--- src/rtl/instr_encode_pkg.sv ---
// Shared mnemonic codes, MIPS opcode/funct values and loader state encoding.
package instr_encode_pkg;

  localparam int unsigned WORD_W = 32;

  typedef enum logic [4:0] {
    OP_ADD, OP_SUB, OP_AND, OP_OR, OP_XOR, OP_NOR, OP_SLT,
    OP_SLL, OP_SRL, OP_SRA, OP_JR, OP_JALR,
    OP_ADDI, OP_ANDI, OP_ORI, OP_XORI, OP_SLTI,
    OP_BEQ, OP_BNE, OP_LW, OP_SW, OP_J, OP_JAL
  } op_e;

  typedef enum logic [1:0] {ST_IDLE, ST_LOAD, ST_DONE} state_e;

  typedef struct packed {
    logic [4:0]  rs;
    logic [4:0]  rt;
    logic [4:0]  rd;
    logic [4:0]  shamt;
    logic [25:0] imm;
  } fields_t;

  localparam logic [5:0] OPC_RTYPE = 6'b000000;
  localparam logic [5:0] OPC_ADDI  = 6'b001000;
  localparam logic [5:0] OPC_ANDI  = 6'b001100;
  localparam logic [5:0] OPC_ORI   = 6'b001101;
  localparam logic [5:0] OPC_XORI  = 6'b001110;
  localparam logic [5:0] OPC_SLTI  = 6'b001010;
  localparam logic [5:0] OPC_BEQ   = 6'b000100;
  localparam logic [5:0] OPC_BNE   = 6'b000101;
  localparam logic [5:0] OPC_LW    = 6'b100011;
  localparam logic [5:0] OPC_SW    = 6'b101011;
  localparam logic [5:0] OPC_J     = 6'b000010;
  localparam logic [5:0] OPC_JAL   = 6'b000011;

  localparam logic [5:0] FN_ADD  = 6'b100000;
  localparam logic [5:0] FN_SUB  = 6'b100010;
  localparam logic [5:0] FN_AND  = 6'b100100;
  localparam logic [5:0] FN_OR   = 6'b100101;
  localparam logic [5:0] FN_XOR  = 6'b100110;
  localparam logic [5:0] FN_NOR  = 6'b100111;
  localparam logic [5:0] FN_SLT  = 6'b101010;
  localparam logic [5:0] FN_SLL  = 6'b000000;
  localparam logic [5:0] FN_SRL  = 6'b000010;
  localparam logic [5:0] FN_SRA  = 6'b000011;
  localparam logic [5:0] FN_JR   = 6'b001000;
  localparam logic [5:0] FN_JALR = 6'b001001;

  function automatic logic [WORD_W-1:0] r_word(logic [5:0] fn, logic [4:0] rs,
                                               logic [4:0] rt, logic [4:0] rd, logic [4:0] sh);
    return {OPC_RTYPE, rs, rt, rd, sh, fn};
  endfunction

  function automatic logic [WORD_W-1:0] i_word(logic [5:0] opc, logic [4:0] rs,
                                               logic [4:0] rt, logic [15:0] imm);
    return {opc, rs, rt, imm};
  endfunction

  function automatic logic [WORD_W-1:0] j_word(logic [5:0] opc, logic [25:0] target);
    return {opc, target};
  endfunction

endpackage

--- src/rtl/instr_encode_loader_packer.sv ---
// Combinational mnemonic + fields -> 32-bit MIPS word, with a legality flag.
module instr_packer
  import instr_encode_pkg::*;
(
  input  logic [4:0]        op,
  input  fields_t           f,
  output logic [WORD_W-1:0] word,
  output logic              legal
);

  always_comb begin
    word  = '0;
    legal = 1'b1;
    case (op)
      OP_ADD:  word = r_word(FN_ADD, f.rs, f.rt, f.rd, 5'd0);
      OP_SUB:  word = r_word(FN_SUB, f.rs, f.rt, f.rd, 5'd0);
      OP_AND:  word = r_word(FN_AND, f.rs, f.rt, f.rd, 5'd0);
      OP_OR:   word = r_word(FN_OR,  f.rs, f.rt, f.rd, 5'd0);
      OP_XOR:  word = r_word(FN_XOR, f.rs, f.rt, f.rd, 5'd0);
      OP_NOR:  word = r_word(FN_NOR, f.rs, f.rt, f.rd, 5'd0);
      OP_SLT:  word = r_word(FN_SLT, f.rs, f.rt, f.rd, 5'd0);
      OP_SLL:  word = r_word(FN_SLL, 5'd0, f.rt, f.rd, f.shamt);
      OP_SRL:  word = r_word(FN_SRL, 5'd0, f.rt, f.rd, f.shamt);
      OP_SRA:  word = r_word(FN_SRA, 5'd0, f.rt, f.rd, f.shamt);
      OP_JR:   word = r_word(FN_JR,   f.rs, 5'd0, 5'd0, 5'd0);
      OP_JALR: word = r_word(FN_JALR, f.rs, 5'd0, f.rd, 5'd0);
      OP_ADDI: word = i_word(OPC_ADDI, f.rs, f.rt, f.imm[15:0]);
      OP_ANDI: word = i_word(OPC_ANDI, f.rs, f.rt, f.imm[15:0]);
      OP_ORI:  word = i_word(OPC_ORI,  f.rs, f.rt, f.imm[15:0]);
      OP_XORI: word = i_word(OPC_XORI, f.rs, f.rt, f.imm[15:0]);
      OP_SLTI: word = i_word(OPC_SLTI, f.rs, f.rt, f.imm[15:0]);
      OP_BEQ:  word = i_word(OPC_BEQ,  f.rs, f.rt, f.imm[15:0]);
      OP_BNE:  word = i_word(OPC_BNE,  f.rs, f.rt, f.imm[15:0]);
      OP_LW:   word = i_word(OPC_LW,   f.rs, f.rt, f.imm[15:0]);
      OP_SW:   word = i_word(OPC_SW,   f.rs, f.rt, f.imm[15:0]);
      OP_J:    word = j_word(OPC_J,   f.imm);
      OP_JAL:  word = j_word(OPC_JAL, f.imm);
      default: legal = 1'b0;
    endcase
  end

endmodule

--- src/rtl/instr_encode_loader.sv ---
// Program loader: accepts symbolic beats, encodes them and writes instruction memory sequentially.
module instr_encode_loader
  import instr_encode_pkg::*;
#(
  parameter int unsigned DEPTH  = 256,
  parameter int unsigned ADDR_W = 8
) (
  input  logic                clk,
  input  logic                rst,
  input  logic                start,
  input  logic                in_valid,
  output logic                in_ready,
  input  logic [4:0]          in_op,
  input  logic [4:0]          in_rs,
  input  logic [4:0]          in_rt,
  input  logic [4:0]          in_rd,
  input  logic [4:0]          in_shamt,
  input  logic [25:0]         in_imm,
  input  logic                in_last,
  output logic                mem_wen,
  output logic [ADDR_W-1:0]   mem_addr,
  output logic [WORD_W-1:0]   mem_wdata,
  output logic [ADDR_W:0]     word_count,
  output logic                busy,
  output logic                done,
  output logic                err_op,
  output logic                err_full
);

  localparam int unsigned CNT_W = ADDR_W + 1;

  state_e            state;
  fields_t           fields;
  logic [WORD_W-1:0] word;
  logic              legal;
  logic              accept;
  logic              last_slot;

  assign fields = '{rs: in_rs, rt: in_rt, rd: in_rd, shamt: in_shamt, imm: in_imm};

  instr_packer u_packer (
    .op    (in_op),
    .f     (fields),
    .word  (word),
    .legal (legal)
  );

  // start has priority over a same-cycle beat, so ready is masked by it
  assign in_ready  = (state == ST_LOAD) && !start;
  assign accept    = in_valid && in_ready;
  assign last_slot = (word_count == CNT_W'(DEPTH - 1));
  assign busy      = (state == ST_LOAD);
  assign done      = (state == ST_DONE);

  always_ff @(posedge clk or posedge rst) begin
    if (rst) begin
      state      <= ST_IDLE;
      mem_wen    <= 1'b0;
      mem_addr   <= '0;
      mem_wdata  <= '0;
      word_count <= '0;
      err_op     <= 1'b0;
      err_full   <= 1'b0;
    end else begin
      mem_wen <= 1'b0;
      if (start) begin
        state      <= ST_LOAD;
        word_count <= '0;
        err_op     <= 1'b0;
        err_full   <= 1'b0;
      end else if (state == ST_LOAD && accept) begin
        if (legal) begin
          mem_wen    <= 1'b1;
          mem_addr   <= word_count[ADDR_W-1:0];
          mem_wdata  <= word;
          word_count <= word_count + CNT_W'(1);
        end else begin
          err_op <= 1'b1;
        end
        // filling the last slot without in_last ends the load with an error
        if (in_last) begin
          state <= ST_DONE;
        end else if (legal && last_slot) begin
          state    <= ST_DONE;
          err_full <= 1'b1;
        end
      end
    end
  end

endmodule

--- config.mk ---
export PLATFORM = sky130hd
export DESIGN_NAME = instr_encode_loader
export DESIGN_NICKNAME = d
export VERILOG_FILES = /design/src/rtl/instr_encode_pkg.sv /design/src/rtl/instr_encode_loader_packer.sv /design/src/rtl/instr_encode_loader.sv
export SDC_FILE = /design/constraint.sdc
export NUM_CORES = 1
export LEC_CHECK = 0
export CAP_MARGIN = 0
export CORE_ASPECT_RATIO = 2
export CORE_MARGIN = 1
export CORE_UTILIZATION = 25
export CTS_CLUSTER_SIZE = 40
export DETAILED_ROUTE_END_ITERATION = 8
export HOLD_SLACK_MARGIN = 0.05
export PLACE_DENSITY = 0.62
export SETUP_SLACK_MARGIN = 0.15
export SLEW_MARGIN = 20
export SYNTH_ARGS = -nofsm -noshare
export SYNTH_HDL_FRONTEND = slang
export SYNTH_SLANG_ARGS = --single-unit
--- constraint.sdc ---
create_clock -name clk -period 2 [get_ports clk]
set_input_delay 0.2 -clock clk [delete_from_list [all_inputs] [get_ports clk]]
set_output_delay 0.2 -clock clk [all_outputs]
set_load 0.01 [all_outputs]
== Yosys cells after proc, flatten, opt, wreduce, memory -nomap -nowiden ==
Cells that the tools add are included.
W data, S select, Z words.

* Bits in registers: 54
* Latch bits: 0
* Memory bits (writable): 0
* ROM bits: 0
* Output and inout bits: 55
* Word-level logic and storage cells: 71
* Memories: 0

* Add/subtract/negate cells: 1
* Multipliers: 0
* Divide/modulo/power cells: 0
* Magnitude comparators: 0
* Equal/unequal tests: 27
* Shift operators: 0
* Muxes and demuxes: 19
* Bitwise gates (word level): 1
* Reductions and logical operators: 16

{| class="wikitable"
|+ Operators with widths
! cell !! number
|-
| $pmux W32 S23 || 1
|-
| $eq A5 B4 Y1 const B || 8
|-
| $eq A5 B5 Y1 const B || 7
|-
| $mux W9 || 3
|-
| $reduce_or A23 Y1 || 1
|-
| $eq A5 B3 Y1 const B || 4
|-
| $mux W1 || 11
|-
| $eq A5 B2 Y1 const B || 2
|-
| $add A9 B1 Y9 const B || 1
|-
| $eq A9 B8 Y1 const B || 1
|-
| $mux W2 || 4
|-
| $reduce_and A2 Y1 || 3
|-
| $reduce_and A3 Y1 || 2
|-
| $reduce_bool A2 Y1 || 3
|-
| $eq A5 B1 Y1 const B || 1
|-
| $logic_not A5 Y1 || 1
|-
| $logic_and A1 B1 Y1 || 4
|-
| $ne A2 B2 Y1 const B || 2
|-
| $reduce_bool A3 Y1 || 1
|-
| $eq A2 B1 Y1 const B || 1
|-
| $eq A2 B2 Y1 const B || 1
|-
| $logic_not A1 Y1 || 1
|-
| $not A1 Y1 || 1
|}

== Logic depth before layout (Yosys ltp) ==
Gate-level depths: netlist of the first run.

* Word-level depth: 8
* Depth in mapped cells: 8

== Modules after synthesis ==
From an unflattened synthesis of the first run, not the netlist that was laid out.

* Cells, all modules: 255
* Area total of the unflattened synthesis: 2,869.0 sq um

{| class="wikitable"
|+ Modules (own cells, without submodules)
! module !! instances !! cells each !! area an instance (sq um) !! seq. area each (sq um)
|-
| instr_encode_loader || 1 || 158 || 2,197.1 || 1,351.3
|-
| instr_packer || 1 || 97 || 671.9 || 0.0
|}

== Worst setup path after synthesis of the first run ==
Ideal clock, no wire load.

* Path kind: flip-flop to flip-flop
* Start point: register state[1]
* End point: register word_count[6]
* Setup time: 0.078 ns
* Data arrival time: 1.590 ns
* Data required time: 1.922 ns
* Path slack: 0.332 ns
* Cell stages (with the launch flop): 6
* Path buffers: 1
* Cells stage by stage: dfrtp_1 > nand4bb_1 > a21o_1 > buf_6 > or4_1 > a21oi_1

* Cells in the longest elaborated chain, start to end: 6

{| class="wikitable"
|+ RTL lines
! what !! line !! source
|-
| start, declared || instr_encode_loader.sv:32 || <nowiki>state_e state;</nowiki>
|-
| start signal, assigned || instr_encode_loader.sv:57 || <nowiki>state <= ST_IDLE;</nowiki>
|-
| start signal, assigned || instr_encode_loader.sv:67 || <nowiki>state <= ST_LOAD;</nowiki>
|-
| start signal, assigned || instr_encode_loader.sv:82 || <nowiki>state <= ST_DONE;</nowiki>
|-
| $eq A2 B1 Y1 * || instr_encode_loader.sv:49, instr_encode_loader.sv:71 ||
|-
| $logic_and A1 B1 Y1 || instr_encode_loader.sv:49 || <nowiki>assign in_ready = (state == ST_LOAD) && !start;</nowiki>
|-
| $logic_and A1 B1 Y1 || instr_encode_loader.sv:50 || <nowiki>assign accept = in_valid && in_ready;</nowiki>
|-
| $logic_and A1 B1 Y1 * || instr_encode_loader.sv:71 || <nowiki>end else if (state == ST_LOAD && accept) begin</nowiki>
|-
| $reduce_bool A2 Y1 (no line) * || n/a ||
|-
| $reduce_and A2 Y1 (no line) * || n/a ||
|-
| end signal, assigned || instr_encode_loader.sv:76 || <nowiki>word_count <= word_count + CNT_W'(1);</nowiki>
|-
| end, declared || instr_encode_loader.sv:23 || <nowiki>output logic [ADDR_W:0] word_count,</nowiki>
|}

Mark *: on every way between the ends. The rest lies on a longest branch, timed or not.
A chain may end at the register's enable or synchronous reset.

== Worst setup path after layout of the first run ==
* Start point: register state[0]
* End point: output in_ready

* Cells in the longest elaborated chain, start to end: 2

{| class="wikitable"
|+ RTL lines
! what !! line !! source
|-
| $eq A2 B1 Y1 || instr_encode_loader.sv:49 ||
|-
| $logic_and A1 B1 Y1 || instr_encode_loader.sv:49 ||
|-
| end, declared || instr_encode_loader.sv:12 || <nowiki>output logic in_ready,</nowiki>
|}

No other way between the ends.

==> results of run 1 <==
==> sequential cells by signal, indices dropped and copies added (netlist names) <==
name	flops
word_count	9
state	2
mem_wdata	31
err_op	1
err_full	1
mem_addr	8
mem_wen	1
==> cell families after synthesis <==
group                      Yosys count  share of synthesized area [%]
buffers and inverters               35                          6.094
xor gates and xnor gates             5                          1.616
other                                1                         0.1384
AOI/OAI and AO/OA                   79                          20.50
and+or+nand+nor                    124                          20.64
adders and majority gates            2                         0.9232
muxes                                3                          1.154
DFF                                 53                          48.94
==> area by class of cell <==
| class | count | area share, % |
|---|---|---|
| Tap cell | 137 | 4.062 |
| Clock buffer | 7 | 3.380 |
| Inverter | 11 | 0.9784 |
| Sequential cell | 53 | 31.43 |
| Timing Repair Buffer | 133 | 31.01 |
| Multi-Input combinational cell | 214 | 29.14 |
==> synth_stat cells, types with 2 or more instances <==
master,instances
a22oi_1,3
a211oi_1,4
nor2_1,51
and3_1,2
inv_1,10
nand2b_1,4
nand2_1,37
nor2b_1,6
ha_1,2
or2_2,2
o21a_1,2
buf_2,6
a21oi_1,12
a21o_1,2
or3_1,2
dfrtp_1,53
xnor2_1,4
buf_6,3
nand3_1,8
a221oi_1,15
o21ai_0,17
mux2i_1,2
a32oi_1,5
clkbuf_1,13
a31oi_1,5
nand3b_1,2
nor3_1,3
o22ai_1,3
or4_1,2
o31ai_1,3
==> worst max-delay path, delay by kind of cell, from the launching register on <==
family / cells / cell delay [ns]
buffers and inverters: 1 / 0.55
flip-flops: 1 / 0.39
AND/OR/NAND/NOR: 2 / 0.36
==> worst min-delay path by stage <==
stage,slack [ns],cells past startpoint,to
final,0.27,3,mem_wen
after global routing,0.30,3,mem_wen
after CTS,0.28,3,mem_wdata[9]
after detailed placement,0.46,2,mem_addr[0]
after global placement,0.45,2,mem_wdata[4]
after floorplan,0.33,2,mem_wdata[4]
==> routing by layer <==
metal,vias up,global-route usage (%)
li1,1286,-
met1,1301,17.09
met2,72,29.33
met3,14,2.027
met4,0,7.593
met5,-,0
==> where the power goes <==
group / internal (W) / total, W / switching [W]
Clock: 0.000492 / 0.000858 / 0.000365
Combinational: 0.000622 / 0.00110 / 0.000477
Sequential: 0.00127 / 0.00139 / 0.000121
Total: 0.00238 / 0.00335 / 0.000963
==> stage by stage <==
step                      util, %  std cells  worst slack (ns)  TNS (ns)
after floorplan                 -        302            0.3322         0
after global placement      38.57        548          -0.04860   -0.1285
after detailed placement    38.57        548          -0.07284   -0.2972
after CTS                   39.94        555            0.1627         0
after global routing        40.03        555            0.1246         0
final                       40.03        555            0.2012         0
==> cell usage in the layout, fill, tap and decap left out, types with 5 or more instances in the layout <==
cell and instances:
o21ai_0 17, buf_4 21, a32oi_1 5, nand3_1 8, a221oi_1 14, inv_1 9
nand2_1 37, a31oi_1 5, clkdlybuf4s50_1 109, a21oi_1 12, nor2_1 51, clkbuf_16 5
dfrtp_1 53
==> timing repair <==
item                       in CTS  in global routing
gates resized for setup         1                  2
setup endpoints to repair       1                  2
pin swaps                       0                  0
setup buffers                   0                  0
==> impl_metrics.csv, run 1 <==
group,metric,value,unit
run_status,status,"finished clean",
sta,finalSetupViolCount,0,
global_routing,antenna_found_initial,0,
synth,post-synth-top-area-fraction,48.94,%
hold_path,worst_hold_path_type,"in -> async",
sta,maxClockFrequency,555.9,MHz
place,port_buf_inserts,109,
die,floorplan.die_area,11290,um^2
global_routing,grt.total_usage,15.93,%
critical_path,timing.setup.critical_path_class,"reg -> out",
drt,wl_per_cell,15.45,um
global_routing,grt_first_pass_wirelength,13280,um
cells_and_area,multi_input_area,1230,um^2
pwr,power.static_leakage,1.744,nW
sta,fin_crit_sh,89.94,%
global_routing,grt_remaining_overflow,0,
sta,max_slew.worst_pin.slew,0.6409,ns
drt,met3RoutedLength,262,um
critical_path,cp_max_fo,4,
clock_network,cts_buffers,5,
sta,rsz0062_at_grt,"true",
synth,synth_enable_flop_cells,0,
critical_path,startpoint_type,"register",
critical_path,crit_path_end_kind,"output port",
critical_path,critical-path-max-stage-delay,0.55,ns
clock_network,cts_sinks,53,
critical_path,setup.worst_path.end,"in_ready",
clock_network,cts_hold_repair.buffers,0,
pwr,p_total,0.003348,W
synth,synth_top_cell_by_area,"dfrtp_1",
critical_path,crit_slowest_cell,"clkdlybuf4s50_1",
pwr,cellPowerDensity,793.2,nW/um^2
synth,synth.net_count,360,
sta,final.setup_skew,0.002917,ns
clock_network,h-tree-depth,2,
die,die_height,149.2,um
synth,seq_area_frac_synth,48.94,%
synth,dominantRegCellSynth,"dfrtp_1",
clock_network,ctsRootBufferMaster,"clkbuf_16",
global_routing,pin_count_of_the_biggest_net_entering_global_routing,54,
clock_network,clk_slew_on_worst_s_h_paths,0.06,ns
run,maxCapViolations,0,
critical_path,critical_path.reg2reg.endpoint,"state[1]",
die,die_width,75.62,um
critical_path,crit_path_cell_trace,"nor2b_2, nor2b_2, clkdlybuf4s50_1",
synth,post_synth_inst_count,302,
clock_network,tritoncts,"built",
die,top_level_ports,111,
cells_and_area,layout-area-overhead-vs-synth,55.72,%
drt,via_per_inst,4.816,
place,detailed_place.area,4066,um^2
place,gp_weighted_congestion,0.8678,
drt,drc,0,
cells_and_area,final_design_area_no_fill,4220,um^2
drt,routedLengthMet1,2993,um
critical_path,crit_arrival,1.60,ns
drt,topRoutingLayerUsed,"met4",
drt,drt_iter0_drc,117,
sta,finalCriticalPeriod,1.799,ns
critical_path,r2r_cells,6,
cells_and_area,layout.filler_cells,1052,
synth,ys_ff_latch,53,
drt,drt_pre_antenna_iters,4,
synth,synthTopCellsByArea,"dfrtp_1 (49%), nor2_1 (7.1%), nand2_1 (5.1%)",
synth,per_instance_average_area_after_synthesis,8.974,um^2
sta,timing.final.max_slew_violations,0,
synth,yosysWarnings,0,
die,initial_core_util,25.70,%
critical_path,timing.critical_path.from,"state[0]",
drt,drt_wl_total,8577,um
sta,max_slew_margin,56.82,%
drt,dr_total_vias,2673,
critical_path,reg2reg_from,"word_count[0]",
cells_and_area,insertedDiodeCount,0,
sta,timing.final.hold_violations,0,
drt,ant_nets,0,
die,core-area,10540,um^2
clock_network,worstSkewPairLatency,0.29,ns
drt,detailroute.wirelength.met2,5057,um
synth,yosysUniqueCellTypes,49,
cells_and_area,num-nets-final,476,
global_routing,first_global_vias,2600,
critical_path,crit_top_cell,"nor2b_2",
critical_path,required,1.80,ns
clock_network,number_of_buffers_on_the_longest_clock_path,2,
critical_path,ff2ff_setup_slack,0.27,ns
cells_and_area,final_layout_size_suffix_gt1_share,9.569,%
die,num_rows,53,
place,hpwl,6695,um
pwr,vdd.ir_drop.worst,396.3,uV
sta,holdWs,0.2734,ns
synth,mappedNetlistArea,2710,um^2
cells_and_area,register_area,1326,um^2
synth,ys_async_sr_fraction,100.0,%
Note: power is estimated with default switching activity, not from simulation.
==> inputs of run 2 (changes only) <==
--- a/config.mk
+++ b/config.mk
@@ -11,8 +11,9 @@
 export CORE_UTILIZATION = 25
 export CTS_CLUSTER_SIZE = 40
 export DETAILED_ROUTE_END_ITERATION = 8
+export DONT_BUFFER_PORTS = 1
 export HOLD_SLACK_MARGIN = 0.05
-export PLACE_DENSITY = 0.62
+export PLACE_DENSITY = 0.49
 export SETUP_SLACK_MARGIN = 0.15
 export SLEW_MARGIN = 20
 export SYNTH_ARGS = -nofsm -noshare
==> run 2 against run 1 <==
- sequential share of layout area is 12 points higher
- maximum frequency is 5.3% higher
- register-to-register slack gained 0.02 ns
- clock skew increased by 0.0019 ns
- count of clock-buffer cells in the layout unchanged
- setup slack improved by 0.091 ns
- final area down 28%
- non-clock buffer count fell by 122
- combinational power is 64% lower
- power fell by 12%
- critical path depth increased by 3
- via count is 17% lower
- critical endpoint is now state[1]
- highest routed layer unchanged
==> impl_metrics.csv, run 2 (synthesis gave the netlist of run 1 again) <==
group,metric,value,unit
cells_and_area,layout-area-overhead-vs-synth,11.91,%
global_routing,pin_count_of_the_biggest_net_entering_global_routing,31,
cells_and_area,register_area,1326,um^2
global_routing,globalRoute.busiestLayer,"met2",
sta,max_slew.worst_pin.slew,0.8418,ns
clock_network,cts_sinks,53,
cells_and_area,largest_register_ff_count,31,
sta,finalCriticalPeriod,1.708,ns
clock_network,number_of_buffers_on_the_longest_clock_path,2,
drt,via_per_inst,5.129,
die,floorplan.die_area,11290,um^2
cells_and_area,layout.filler_cells,1136,
pwr,vdd.ir_drop.worst,407.4,uV
global_routing,met3_usage,2.703,%
sta,rsz0062_at_grt,"false",
drt,drt_wl_total,8154,um
critical_path,critical_path.n_buffers_inverters,0,
place,detailed_place.area,2830,um^2
place,gp_weighted_congestion,0.7280,
sta,setup_total_negative_slack,0,ns
pwr,power.static_leakage,1.263,nW
global_routing,global_route.usage.met2,27.01,%
hold_path,worst_hold_path_type,"in -> reg",
cells_and_area,reg_top3,"mem_wdata x31, word_count x9, mem_addr x8",
global_routing,grt_remaining_overflow,0,
global_routing,use_met1,15.05,%
sta,timing.final.hold_violations,0,
die,core-area,10540,um^2
global_routing,grt_first_pass_wirelength,12050,um
cells_and_area,mostFrequentLayoutCell,"dfrtp_1",
critical_path,cp_max_fo,6,
die,initial_core_util,25.70,%
clock_network,cts_buffers,5,
place,hpwl,6136,um
cells_and_area,final_design_area_no_fill,3033,um^2
clock_network,h-tree-depth,2,
cells_and_area,insertedDiodeCount,0,
sta,maxClockFrequency,585.4,MHz
global_routing,grt.total_usage,14.64,%
critical_path,timing.setup.critical_path_class,"reg -> reg",
critical_path,required,2.16,ns
critical_path,crit_arrival,1.87,ns
critical_path,cpLargestDelayFamily,"flip-flops",
cells_and_area,final_layout_size_suffix_gt1_share,7.407,%
die,top_level_ports,111,
sta,final.setup_skew,0.004863,ns
drt,drt_iter0_drc,67,
critical_path,crit_slowest_cell,"dfrtp_1",
drt,dr_total_vias,2226,
clock_network,tritoncts,"built",
critical_path,crit_top_cell,"ha_1",
pwr,cellPowerDensity,970.2,nW/um^2
die,die_width,75.62,um
drt,wl_per_cell,18.79,um
drt,ant_nets,0,
sta,finalSetupViolCount,0,
sta,timing.final.max_slew_violations,0,
cells_and_area,layout.cells.most_common_list,"dfrtp_1 (53), nor2_1 (51), nand2_1 (37), o21ai_0 (17), a221oi_1 (15)",
critical_path,startpoint_type,"register",
critical_path,crit_path_cell_trace,"ha_1, nand3_1, nor3_1, ha_1, a211oi_1, o22ai_1",
run,maxCapViolations,0,
clock_network,cts_setup_buffers,0,
clock_network,ctsRootBufferMaster,"clkbuf_16",
critical_path,crit_path_end_kind,"register",
drt,drt_pre_antenna_iters,4,
place,port_buf_inserts,0,
cells_and_area,top_register,"mem_wdata",
sta,fin_crit_sh,85.41,%
critical_path,critical-path-max-stage-delay,0.47,ns
drt,drc,0,
clock_network,worstSkewPairLatency,0.29,ns
cells_and_area,num-nets-final,354,
global_routing,first_global_vias,2155,
cells_and_area,multi_input_area,1219,um^2
die,die_height,149.2,um
sta,max_slew_margin,43.29,%
clock_network,clk_slew_on_worst_s_h_paths,0.07,ns
global_routing,antenna_found_initial,0,
run_status,status,"finished clean",
die,num_rows,53,
-- run 2: cell types whose count changed in the layout (fill, tap and decap cells not counted), sizes merged --
cell           delta
dlygate4sd3       +3
clkdlybuf4s50   -109
buf              -16
bufinv            +1
-- run 2: area by class of cell --
cell class,count,area share [%]
clock inverter,1,0.9901
inverter,11,1.361
timing repair buffer,11,3.383
sequential,53,43.73
tap,137,5.652
clock buffer,7,4.703
multi-input combinational,214,40.18
-- run 2: path summary, 6_finish.rpt --
| path | from | end | slack [ns] | depth (start not counted) |
|---|---|---|---|---|
| worst max-delay path | word_count[0] | state[1] | 0.29 | 6 |
| worst min-delay path | in_imm[2] | mem_wdata[2] | 0.06 | 2 |
| worst max register to register | word_count[0] | state[1] | 0.29 | 6 |
| worst min register to register | mem_addr[0] | mem_addr[0] | 0.54 | 2 |
| max in group asynchronous | rst | mem_wdata[12] | 1.00 | 3 |
| min in group asynchronous | rst | mem_wdata[21] | 0.38 | 2 |
-- run 2: where the power goes --
part | internal (W) | switching (W)
clock | 0.000626 | 0.000385
combinational | 0.000173 | 0.000226
sequential | 0.00127 | 0.000263
total | 0.00207 | 0.000874
-- run 2: metrics by stage --
step,worst slack (ns),hold WS (ns),utilization [%],cells,total power [W]
4_1_cts,0.2968,0.05891,28.76,434,0.002999
2_1_floorplan,0.3322,0.3327,-,302,0.001831
6_report,0.2918,0.06476,28.76,434,0.002942
3_3_place_gp,0.3552,0.1319,26.84,423,0.001948
5_1_grt,0.1756,0.06743,28.76,434,0.003099
3_5_place_dp,0.3235,0.1323,26.84,423,0.001963
-- run 2: repair_timing --
item	in CTS	in global routing
hold endpoints to repair	31	0
hold buffers	3	0
resized for setup	0	0
-- run 2: metal layers --
metal	routed length, um	vias up
met5	0	-
met4	233	0
met3	442	11
met2	4691	71
met1	2786	1093
li1	-	1051
